--- config.mk ---
export PLATFORM = sky130hd
export DESIGN_NAME = memory_stage_flat
export DESIGN_NICKNAME = d
export VERILOG_FILES = /design/src/rtl/memory_stage_if.sv /design/src/rtl/memory_stage.sv /design/src/flat_wrapper.sv
export SDC_FILE = /design/constraint.sdc
export NUM_CORES = 1
export LEC_CHECK = 0
export ABC_AREA = 1
export BUFFER_PORTS_ARGS = -buffer_cell sky130_fd_sc_hd__buf_2
export CORE_MARGIN = 5
export CORE_UTILIZATION = 58
export DETAILED_ROUTE_END_ITERATION = 10
export MAX_ROUTING_LAYER = met4
export PLACE_DENSITY = 0.86
export SLEW_MARGIN = 20
export SYNTH_ARGS = -nofsm -noshare
export SYNTH_HDL_FRONTEND = slang
export SYNTH_SLANG_ARGS = --single-unit
--- constraint.sdc ---
create_clock -name mem_clk -period 3 [get_ports mem_clk]
set_input_delay 0.3 -clock mem_clk [delete_from_list [all_inputs] [get_ports mem_clk]]
set_output_delay 0.3 -clock mem_clk [all_outputs]
set_load 0.05 [all_outputs]
--- src/rtl/memory_stage_if.sv ---
// memory_stage_if
//  Data-memory request/acknowledge bus between the memory stage and data memory.
//  Signals:
//   req      request, held high until ack
//   wr       1 = store, 0 = load
//   addr     word-aligned byte address
//   wdata    lane-replicated store data
//   byte_en  active byte lanes of the access
//   ack      memory done; rdata valid in the same cycle
//   rdata    load word
//  Modports: master (memory stage side), slave (memory side).
interface memory_stage_if #(
  parameter int DWIDTH = 32
);
  logic              req;
  logic              wr;
  logic [DWIDTH-1:0] addr;
  logic [DWIDTH-1:0] wdata;
  logic [3:0]        byte_en;
  logic              ack;
  logic [DWIDTH-1:0] rdata;

  modport master (
    output req, wr, addr, wdata, byte_en,
    input  ack, rdata
  );

  modport slave (
    input  req, wr, addr, wdata, byte_en,
    output ack, rdata
  );
endinterface

--- src/rtl/memory_stage.sv ---
// memory_stage
//  Pipeline stage in front of writeback. Non-memory instructions pass through
//  with one cycle of latency; aligned LOAD/STORE instructions run a req/ack
//  access on the data-memory bus before their result is handed to writeback.
//  Misaligned accesses never reach the bus and are flagged on the way out.
//  Ports:
//   mem_clk, mem_rst             clock, synchronous active-low reset
//   mem_i_*                      instruction from the previous stage, stall/flush
//   mem_bus                      data-memory bus (master side)
//   mem_o_funct..mem_o_ce        instruction fields registered for writeback
//   mem_o_data_load              load word shifted down to bit 0
//   mem_o_misaligned             output instruction had a misaligned address
//   mem_o_stall                  stall request to upstream stages
//   mem_o_flush                  mem_i_flush delayed by one cycle
module memory_stage #(
  parameter int DWIDTH       = 32,
  parameter int AWIDTH       = 5,
  parameter int PC_WIDTH     = 32,
  parameter int FUNCT_WIDTH  = 3,
  parameter int OPCODE_WIDTH = 7,
  parameter logic [OPCODE_WIDTH-1:0] LOAD  = 7'b0000011,
  parameter logic [OPCODE_WIDTH-1:0] STORE = 7'b0100011
) (
  input  logic                    mem_clk,
  input  logic                    mem_rst,
  input  logic [FUNCT_WIDTH-1:0]  mem_i_funct,
  input  logic [OPCODE_WIDTH-1:0] mem_i_opcode,
  input  logic [DWIDTH-1:0]       mem_i_alu_result,
  input  logic [DWIDTH-1:0]       mem_i_rs2_data,
  input  logic                    mem_i_we_rd,
  input  logic [AWIDTH-1:0]       mem_i_rd_addr,
  input  logic [PC_WIDTH-1:0]     mem_i_pc,
  input  logic                    mem_i_ce,
  input  logic                    mem_i_stall,
  input  logic                    mem_i_flush,
  memory_stage_if.master          mem_bus,
  output logic [FUNCT_WIDTH-1:0]  mem_o_funct,
  output logic [OPCODE_WIDTH-1:0] mem_o_opcode,
  output logic                    mem_o_we_rd,
  output logic [AWIDTH-1:0]       mem_o_rd_addr,
  output logic [DWIDTH-1:0]       mem_o_rd_data,
  output logic [PC_WIDTH-1:0]     mem_o_pc,
  output logic                    mem_o_ce,
  output logic [DWIDTH-1:0]       mem_o_data_load,
  output logic                    mem_o_misaligned,
  output logic                    mem_o_stall,
  output logic                    mem_o_flush
);

  typedef enum logic [1:0] {IDLE, BUSY, DONE} state_e;

  state_e state_q;

  // bus registers
  logic              req_q;
  logic              wr_q;
  logic [DWIDTH-1:0] addr_q;
  logic [DWIDTH-1:0] wdata_q;
  logic [3:0]        byte_en_q;

  // instruction held while the access is outstanding
  logic [FUNCT_WIDTH-1:0]  funct_l_q;
  logic [OPCODE_WIDTH-1:0] opcode_l_q;
  logic                    we_rd_l_q;
  logic [AWIDTH-1:0]       rd_addr_l_q;
  logic [DWIDTH-1:0]       alu_l_q;
  logic [PC_WIDTH-1:0]     pc_l_q;
  logic [1:0]              offset_q;
  logic [DWIDTH-1:0]       rdata_buf_q;
  logic                    killed_q;

  // writeback-facing registers
  logic [FUNCT_WIDTH-1:0]  funct_q;
  logic [OPCODE_WIDTH-1:0] opcode_q;
  logic                    we_rd_q;
  logic [AWIDTH-1:0]       rd_addr_q;
  logic [DWIDTH-1:0]       rd_data_q;
  logic [PC_WIDTH-1:0]     pc_q;
  logic                    ce_q;
  logic [DWIDTH-1:0]       data_load_q;
  logic                    misaligned_q;
  logic                    flush_q;

  // decode of the incoming instruction
  logic              is_load;
  logic              is_store;
  logic              is_mem;
  logic              is_half;
  logic              is_word;
  logic              misaligned_d;
  logic [3:0]        byte_en_d;
  logic [DWIDTH-1:0] wdata_d;
  logic [DWIDTH-1:0] load_src_d;
  logic [DWIDTH-1:0] load_shifted_d;
  logic              commit_d;

  assign is_load  = (mem_i_opcode == LOAD);
  assign is_store = (mem_i_opcode == STORE);
  assign is_mem   = is_load | is_store;
  // funct3[1:0]: 00 byte, 01 half, 1x word
  assign is_half  = (mem_i_funct[1:0] == 2'b01);
  assign is_word  = mem_i_funct[1];
  assign misaligned_d = (is_half & mem_i_alu_result[0]) |
                        (is_word & (mem_i_alu_result[1:0] != 2'b00));

  // Lane selection and store-data replication so every lane carries the datum.
  always_comb begin
    byte_en_d = 4'b0000;
    wdata_d   = '0;
    if (is_word) begin
      byte_en_d = 4'b1111;
      wdata_d   = mem_i_rs2_data;
    end else if (is_half) begin
      byte_en_d = mem_i_alu_result[1] ? 4'b1100 : 4'b0011;
      wdata_d   = {2{mem_i_rs2_data[15:0]}};
    end else begin
      byte_en_d = 4'b0001 << mem_i_alu_result[1:0];
      wdata_d   = {4{mem_i_rs2_data[7:0]}};
    end
  end

  // In DONE the word comes from the buffer, otherwise straight off the bus.
  assign load_src_d     = (state_q == DONE) ? rdata_buf_q : mem_bus.rdata;
  assign load_shifted_d = load_src_d >> {offset_q, 3'b000};

  // A pending access hands its result to writeback this edge.
  assign commit_d = ((state_q == BUSY) & mem_bus.ack & ~mem_i_stall & ~killed_q & ~mem_i_flush) |
                    ((state_q == DONE) & ~mem_i_stall & ~mem_i_flush);

  // Main FSM and all registered outputs. The commit block at the end overrides
  // the per-state ce_q update when an access result is delivered.
  always_ff @(posedge mem_clk) begin
    if (!mem_rst) begin
      state_q      <= IDLE;
      req_q        <= 1'b0;
      wr_q         <= 1'b0;
      addr_q       <= '0;
      wdata_q      <= '0;
      byte_en_q    <= '0;
      funct_l_q    <= '0;
      opcode_l_q   <= '0;
      we_rd_l_q    <= 1'b0;
      rd_addr_l_q  <= '0;
      alu_l_q      <= '0;
      pc_l_q       <= '0;
      offset_q     <= '0;
      rdata_buf_q  <= '0;
      killed_q     <= 1'b0;
      funct_q      <= '0;
      opcode_q     <= '0;
      we_rd_q      <= 1'b0;
      rd_addr_q    <= '0;
      rd_data_q    <= '0;
      pc_q         <= '0;
      ce_q         <= 1'b0;
      data_load_q  <= '0;
      misaligned_q <= 1'b0;
      flush_q      <= 1'b0;
    end else begin
      flush_q <= mem_i_flush;
      case (state_q)
        IDLE: begin
          if (mem_i_flush) begin
            ce_q <= 1'b0;
          end else if (!mem_i_stall) begin
            if (mem_i_ce && is_mem && !misaligned_d) begin
              funct_l_q   <= mem_i_funct;
              opcode_l_q  <= mem_i_opcode;
              we_rd_l_q   <= mem_i_we_rd & is_load;
              rd_addr_l_q <= mem_i_rd_addr;
              alu_l_q     <= mem_i_alu_result;
              pc_l_q      <= mem_i_pc;
              offset_q    <= mem_i_alu_result[1:0];
              killed_q    <= 1'b0;
              req_q       <= 1'b1;
              wr_q        <= is_store;
              addr_q      <= {mem_i_alu_result[DWIDTH-1:2], 2'b00};
              wdata_q     <= wdata_d;
              byte_en_q   <= byte_en_d;
              ce_q        <= 1'b0;
              state_q     <= BUSY;
            end else if (mem_i_ce) begin
              // Non-memory op, or a misaligned access that never reaches the bus.
              funct_q      <= mem_i_funct;
              opcode_q     <= mem_i_opcode;
              we_rd_q      <= mem_i_we_rd & ~is_mem;
              rd_addr_q    <= mem_i_rd_addr;
              rd_data_q    <= mem_i_alu_result;
              pc_q         <= mem_i_pc;
              data_load_q  <= '0;
              misaligned_q <= is_mem;
              ce_q         <= 1'b1;
            end else begin
              ce_q <= 1'b0;
            end
          end
        end
        BUSY: begin
          // A flush kills the result but the bus transfer still completes.
          if (mem_i_flush) begin
            killed_q <= 1'b1;
          end
          if (mem_i_flush || !mem_i_stall) begin
            ce_q <= 1'b0;
          end
          if (mem_bus.ack) begin
            req_q       <= 1'b0;
            rdata_buf_q <= mem_bus.rdata;
            if (mem_i_stall && !killed_q && !mem_i_flush) begin
              state_q <= DONE;
            end else begin
              state_q <= IDLE;
            end
          end
        end
        DONE: begin
          if (mem_i_flush || !mem_i_stall) begin
            ce_q    <= 1'b0;
            state_q <= IDLE;
          end
        end
        default: state_q <= IDLE;
      endcase

      if (commit_d) begin
        funct_q      <= funct_l_q;
        opcode_q     <= opcode_l_q;
        we_rd_q      <= we_rd_l_q;
        rd_addr_q    <= rd_addr_l_q;
        rd_data_q    <= alu_l_q;
        pc_q         <= pc_l_q;
        data_load_q  <= load_shifted_d;
        misaligned_q <= 1'b0;
        ce_q         <= 1'b1;
      end
    end
  end

  assign mem_bus.req     = req_q;
  assign mem_bus.wr      = wr_q;
  assign mem_bus.addr    = addr_q;
  assign mem_bus.wdata   = wdata_q;
  assign mem_bus.byte_en = byte_en_q;

  assign mem_o_funct      = funct_q;
  assign mem_o_opcode     = opcode_q;
  assign mem_o_we_rd      = we_rd_q;
  assign mem_o_rd_addr    = rd_addr_q;
  assign mem_o_rd_data    = rd_data_q;
  assign mem_o_pc         = pc_q;
  assign mem_o_ce         = ce_q;
  assign mem_o_data_load  = data_load_q;
  assign mem_o_misaligned = misaligned_q;
  assign mem_o_flush      = flush_q;
  assign mem_o_stall      = mem_i_stall | (state_q != IDLE);

endmodule
--- src/flat_wrapper.sv ---
// flat-port wrapper written by rule: the top's interface ports become plain ports
module memory_stage_flat 
#(
  parameter int DWIDTH       = 32,
  parameter int AWIDTH       = 5,
  parameter int PC_WIDTH     = 32,
  parameter int FUNCT_WIDTH  = 3,
  parameter int OPCODE_WIDTH = 7,
  parameter logic [OPCODE_WIDTH-1:0] LOAD  = 7'b0000011,
  parameter logic [OPCODE_WIDTH-1:0] STORE = 7'b0100011
)
  (mem_clk, mem_rst, mem_i_funct, mem_i_opcode, mem_i_alu_result, mem_i_rs2_data, mem_i_we_rd, mem_i_rd_addr, mem_i_pc, mem_i_ce, mem_i_stall, mem_i_flush, mem_o_funct, mem_o_opcode, mem_o_we_rd, mem_o_rd_addr, mem_o_rd_data, mem_o_pc, mem_o_ce, mem_o_data_load, mem_o_misaligned, mem_o_stall, mem_o_flush, mem_bus_req, mem_bus_wr, mem_bus_addr, mem_bus_wdata, mem_bus_byte_en, mem_bus_ack, mem_bus_rdata);
  memory_stage_if #(.DWIDTH(DWIDTH)) mem_bus_i ();
  input  logic mem_clk;
  input  logic mem_rst;
  input  logic [FUNCT_WIDTH-1:0] mem_i_funct;
  input  logic [OPCODE_WIDTH-1:0] mem_i_opcode;
  input  logic [DWIDTH-1:0] mem_i_alu_result;
  input  logic [DWIDTH-1:0] mem_i_rs2_data;
  input  logic mem_i_we_rd;
  input  logic [AWIDTH-1:0] mem_i_rd_addr;
  input  logic [PC_WIDTH-1:0] mem_i_pc;
  input  logic mem_i_ce;
  input  logic mem_i_stall;
  input  logic mem_i_flush;
  output logic [FUNCT_WIDTH-1:0] mem_o_funct;
  output logic [OPCODE_WIDTH-1:0] mem_o_opcode;
  output logic mem_o_we_rd;
  output logic [AWIDTH-1:0] mem_o_rd_addr;
  output logic [DWIDTH-1:0] mem_o_rd_data;
  output logic [PC_WIDTH-1:0] mem_o_pc;
  output logic mem_o_ce;
  output logic [DWIDTH-1:0] mem_o_data_load;
  output logic mem_o_misaligned;
  output logic mem_o_stall;
  output logic mem_o_flush;
  output wire logic [$bits(mem_bus_i.req)-1:0] mem_bus_req;
  output wire logic [$bits(mem_bus_i.wr)-1:0] mem_bus_wr;
  output wire logic [$bits(mem_bus_i.addr)-1:0] mem_bus_addr;
  output wire logic [$bits(mem_bus_i.wdata)-1:0] mem_bus_wdata;
  output wire logic [$bits(mem_bus_i.byte_en)-1:0] mem_bus_byte_en;
  input wire logic [$bits(mem_bus_i.ack)-1:0] mem_bus_ack;
  input wire logic [$bits(mem_bus_i.rdata)-1:0] mem_bus_rdata;
  assign mem_bus_req = mem_bus_i.req;
  assign mem_bus_wr = mem_bus_i.wr;
  assign mem_bus_addr = mem_bus_i.addr;
  assign mem_bus_wdata = mem_bus_i.wdata;
  assign mem_bus_byte_en = mem_bus_i.byte_en;
  assign mem_bus_i.ack = mem_bus_ack;
  assign mem_bus_i.rdata = mem_bus_rdata;
  memory_stage #(.DWIDTH(DWIDTH), .AWIDTH(AWIDTH), .PC_WIDTH(PC_WIDTH), .FUNCT_WIDTH(FUNCT_WIDTH), .OPCODE_WIDTH(OPCODE_WIDTH), .LOAD(LOAD), .STORE(STORE)) u_core (.mem_clk(mem_clk), .mem_rst(mem_rst), .mem_i_funct(mem_i_funct), .mem_i_opcode(mem_i_opcode), .mem_i_alu_result(mem_i_alu_result), .mem_i_rs2_data(mem_i_rs2_data), .mem_i_we_rd(mem_i_we_rd), .mem_i_rd_addr(mem_i_rd_addr), .mem_i_pc(mem_i_pc), .mem_i_ce(mem_i_ce), .mem_i_stall(mem_i_stall), .mem_i_flush(mem_i_flush), .mem_bus(mem_bus_i), .mem_o_funct(mem_o_funct), .mem_o_opcode(mem_o_opcode), .mem_o_we_rd(mem_o_we_rd), .mem_o_rd_addr(mem_o_rd_addr), .mem_o_rd_data(mem_o_rd_data), .mem_o_pc(mem_o_pc), .mem_o_ce(mem_o_ce), .mem_o_data_load(mem_o_data_load), .mem_o_misaligned(mem_o_misaligned), .mem_o_stall(mem_o_stall), .mem_o_flush(mem_o_flush));
endmodule
Word level (Yosys, flattened, before mapping)
Index checks and enable logic that the tools add are counted.
- register bits: 300
- input port bits: 150
- logic and storage cells: 161
- equality and inequality tests: 16
- shift-type cells: 2
- multiplexer cells: 72
- bitwise gates (word level): 20
- reductions and logical operators: 26
- operators with widths (operator ; number):
    32-bit two-way mux ; 21
    7-bit two-way mux ; 6
    32-bit by 5-bit right shift with 32-bit output ; 1
    5-bit two-way mux ; 6
    5-bit AND reduction ; 5
    1-bit two-way mux ; 20
    3-bit two-way mux ; 6
    2-bit two-way mux ; 6
    4-bit two-way mux ; 3
    1-bit bitwise AND ; 10
    2-bit inequality test (second input constant) ; 5
    2-bit nonzero test ; 5
    2-bit by 1-bit inequality test with 1-bit output (second input constant) ; 4
    7-bit by 2-bit == test with 1-bit output (second input constant) ; 1
    7-bit by 6-bit == test with 1-bit output (second input constant) ; 1
    1-bit inverter ; 6
    1-bit one-hot mux with 2 select lines ; 3
    2-bit one-hot mux with 3 select lines ; 1
    2-bit by 1-bit == test with 1-bit output (second input constant) ; 2
    1-bit logical AND ; 4
    1-bit zero test ; 4
    4-bit by 3-bit inequality test with 1-bit output (second input constant) ; 1
    1-bit OR ; 4
    4-bit AND reduction ; 1
    9 further kinds ; 10

Depth between registers and ports, before layout
- depth in word-level cells: 10
- gate-level depth with buffers: 13
- depth with buffers taken out: 10

Worst setup path after synthesis
Ideal clock, no wire load.
- path kind: flip-flop to output port
- from: reg u_core.state_q[0]
- to: out mem_o_stall
- data arrival time: 1.496 ns
- required time: 2.700 ns
- setup slack: 1.204 ns
- cell stages (with the launch flop): 6
- path buffers: 2
- cells stage by stage: dfxtp_1 > inv_1 > ha_1 > clkbuf_1 > buf_1 > nand2_1
- longest elaborated chain between the ends: 2
- RTL lines (what ; RTL line ; RTL):
    start, declared ; memory_stage.sv:52 ; state_e state_q;
    start signal, assigned ; memory_stage.sv:134 ; state_q <= IDLE;
    start signal, assigned ; memory_stage.sv:181 ; state_q <= BUSY;
    start signal, assigned ; memory_stage.sv:210 ; state_q <= DONE;
    2-bit nonzero test ; memory_stage.sv:255 ; assign mem_o_stall = mem_i_stall | (state_q != IDLE);
    1-bit OR ; memory_stage.sv:255 ;
    end, declared ; flat_wrapper.sv:35 ; output logic mem_o_stall;
No other way between the ends.

Final worst setup path
- from: reg u_core.state_q[1]
- to: reg u_core.rd_data_q[22] (netlist: u_core.mem_o_rd_data[22])
- longest elaborated chain between the ends: 8
- elaborated cells between the ends (all ways): 17
- classes of those cells: eq/ne (5); mux (1); bitwise (7); reduce/logical (4)
- RTL lines (what ; RTL line ; RTL):
    2-bit by 1-bit == test with 1-bit output ; memory_stage.sv:127 ; assign commit_d = ((state_q == BUSY) & mem_bus.ack & ~mem_i_stall & ~killed_q & ~mem_i_flush) |
    1-bit bitwise AND (4 in a row) ; memory_stage.sv:127 ;
    1-bit OR ; memory_stage.sv:127 ;
    2-bit by 1-bit inequality test with 1-bit output (no source line) / 2-bit nonzero test (equally long branches) ; n/a ;
    5-bit AND reduction (no source line) ; n/a ;
    end signal, assigned ; memory_stage.sv:188 ; rd_data_q <= mem_i_alu_result;
    end signal, assigned ; memory_stage.sv:230 ; rd_data_q <= alu_l_q;
    end, declared ; memory_stage.sv:77 ; logic [DWIDTH-1:0] rd_data_q;
Parallel ways exist; a longest one is shown, timed or not.
A chain may end at the register's enable or synchronous reset.

==> results.md <==
- CP max FO: 65
- Ys async rst share: 0%
- Die X-Extent: 160 µm
- Final Worst Setup Slack: 699 ps
- DR iter-0 viols: 1480
- Most numerous cell in the Yosys netlist: nand2_1
- Setup-failing EPs final: 0
- First-pass GRT wire length: 61.2 mm
- Worst endpoint required time: 3440 ps
- CTS clk-pin slew, worst paths: 60 ps
- Vias in the first global route: 12400
- Final Cycle Share: 76.7%
- Area Growth Syn to Fin: 21.6%
- Final Hold Viols: 0
- Largest cells by area after synthesis: dfxtp_1, nand2_1, nor2_1
- Synth Warn #: 0
- Post-Syn Area: 13100 µm²
- DIE AREA: 25700 µm²
- Row count: 55
- I/O pin cnt: 336
- Port buffer count: 333
- Hold buffers post-CTS: 54
- Post-CTS Setup Bufs: 0
- Hold path start: mem_i_alu_result[11]
- Overall global routing resource usage: 28.5%
- P_leak: 8.21 nW
- Detailed Routing Iterations Pass 1: 7
- CTS root buf: clkbuf_16
- Clk sink count: 268
- Main flop type after synthesis: dfxtp_1
- Initial core utilization: 58.4%
- Routability cong.: slightly below 1
- Final net count: 2380
- Layout cells sized above 1: 18.6%
- Top post-synthesis cells by count: nand2_1, nor2_1, dfxtp_1
- Register Area: between 5000 and 6000 µm²
- Clock Latency Late Sink: 550 ps
- CORE AREA: approximately 22000 µm²
- Post-synthesis sequential area ratio: approximately two fifths
- Crit path time final: 2300 ps
- HPWL Detailed: 24.4 mm
- DRC errors left: 0
- Clk buf depth: 3
- Run status: completed
- Yosys cell types: 31
- CTS tree: built
- Post-synth top area share: 40.9%
- Crit path from: u_core.state_q[1]$_SDFFE_PN0P_
- Slew @ Worst Pin: 780 ps
- Initial antenna violation count: 6
- Setup TNS: 0 ps
- Yosys reg bits: 268
- Critical path endpoint category: register
- Slew headroom: a little under half
- Cts repair resizes: 0
- H-tree depth: 1
- Largest net degree at the start of global routing: 136
- Routed WL per cell: approximately 15 µm
- Via count: 13500
- Arrival @ worst endpoint: 2740 ps
- Area taken by multi-input logic gates: 6200 µm²
- Post-synth EDFFs: 0
- Post-Synthesis Cells: 1963
- FILL cells: 1854
- RSZ-0062 raised after global routing: false
- Maximum vdd drop: 0.494 mV
- Vias/cell: approximately 5.3
- PwrDens: 514 nW/µm²
- Crit start category: register
- Kind of critical path: register to register
- Syn avg cell area: 6.68 µm²
- Skew final: 11.1 ps
- Die Y: 160 µm
- F_max: 435 MHz
- Routed WL: 37.6 mm
- Worst hold path class: input pin to register
- Post-synth top area cell: dfxtp_1
- Worst Setup Slack post-DPL: 710 ps
- Detail Route Antenna Nets: 0
- Grt ovf: 0
- TritonCTS buffer count: 29
- MaxCap Viol Count: 0
- Reg2reg start: u_core.state_q[1]$_SDFFE_PN0P_
- Max-slew violation count: 0
## per-layer routing
layer  global-route usage [%]  vias up  routed length (µm)  part of all wire [%]
li1                         -     6712                   -                     -
met1                     37.4     6072               15800                    42
met2                     45.6      628               17500                    47
met3                     5.03       83                3200                   8.5
met4                     8.41        0                1080                   2.9
met5                        -        -                   0                     0
## cell usage in the layout (no fill, tap or decap), drive strengths merged
cell	netlist	final
clkbuf	53	41
nand3	54	54
ha	4	4
clkinvlp	0	3
inv	143	144
nor3	6	6
dfxtp	268	268
dlygate4sd3	0	54
or2	2	2
clkinv	2	6
o21bai	1	1
nand3b	79	79
and2	8	8
buf	125	355
nand4	27	27
bufinv	0	3
a22oi	1	1
nand2	543	543
o21ai	167	167
a21oi	172	172
nor2	298	298
o211ai	9	9
diode	0	6
conb	1	2
## cells by family after synthesis
logic type,count (synthesis),share of synthesized area (%)
other cells,1,0.0286
fa+ha+maj,4,0.382
simple gates,1017,33.0
flops,268,40.9
compound gates,350,13.6
buf+inv,323,12.1
## power by group
group          leakage, nW  switching [mW]  internal [mW]  total [mW]
clock network        0.465            1.45           2.16        3.61
registers             2.17          0.0305           3.62        3.65
logic                 5.58           0.618          0.305       0.923
## critical path, cell delays in order (launching register included)
cell     delay, ps
dfxtp_1        340
inv_1           80
ha_1           210
nand2_1         90
o21ai_1        320
nand2_8        350
buf_4          400
nand2_1        100
o21ai_1         60
a21oi_1        150
nor2_1          70
## worst paths after layout
| kind | endpoint | slack (ps) | cells past startpoint |
|---|---|---|---|
| max | u_core.mem_o_rd_data[22]$_SDFFE_PN0P_ | 700 | 10 |
| min reg2reg | u_core.mem_o_misaligned$_SDFFE_PP0P_ | 440 | 2 |
| max reg2reg | u_core.mem_o_rd_data[22]$_SDFFE_PN0P_ | 700 | 10 |
| min | u_core.alu_l_q[11]$_SDFFE_PN0P_ | 10 | 3 |
## through the flow
stage / total power, mW / hold WS, ps / cells / utilization (%) / cell area (µm²)
after floorplan: 4.31 / 425 / 1964 / - / 13100
after global placement: 4.57 / 434 / 2426 / 64.3 / 14400
after detailed placement: 4.58 / 436 / 2426 / 64.3 / 14400
after CTS: 8.22 / 0.271 / 2532 / 71.0 / 15900
after global routing: 8.47 / 11.6 / 2538 / 71.0 / 15900
final: 8.18 / 12.7 / 2538 / 71.0 / 15900
## sequential cells by signal, summed over array words and instances, names as in the netlist, 2 cells and up
register / count
u_core.mem_o_rd_addr: 5
u_core.pc_l_q: 32
u_core.rdata_buf_q: 32
u_core.mem_o_pc: 32
u_core.mem_o_funct: 3
u_core.mem_bus.byte_en: 4
u_core.mem_bus.wdata: 32
u_core.alu_l_q: 31
u_core.mem_o_opcode: 7
u_core.mem_o_rd_data: 32
u_core.opcode_l_q: 7
u_core.rd_addr_l_q: 5
u_core.state_q: 2
u_core.funct_l_q: 3
u_core.mem_o_data_load: 32
## layout make-up
type,count,area share (%)
clock inverters,11,0.887
diodes,6,0.0942
well taps,285,2.24
repair buffers,409,15.6
flip-flops and latches,268,33.7
inverters,145,3.43
clock buffers,41,5.15
multi-input cells,1373,38.9
(Power assumes the default switching activity.)
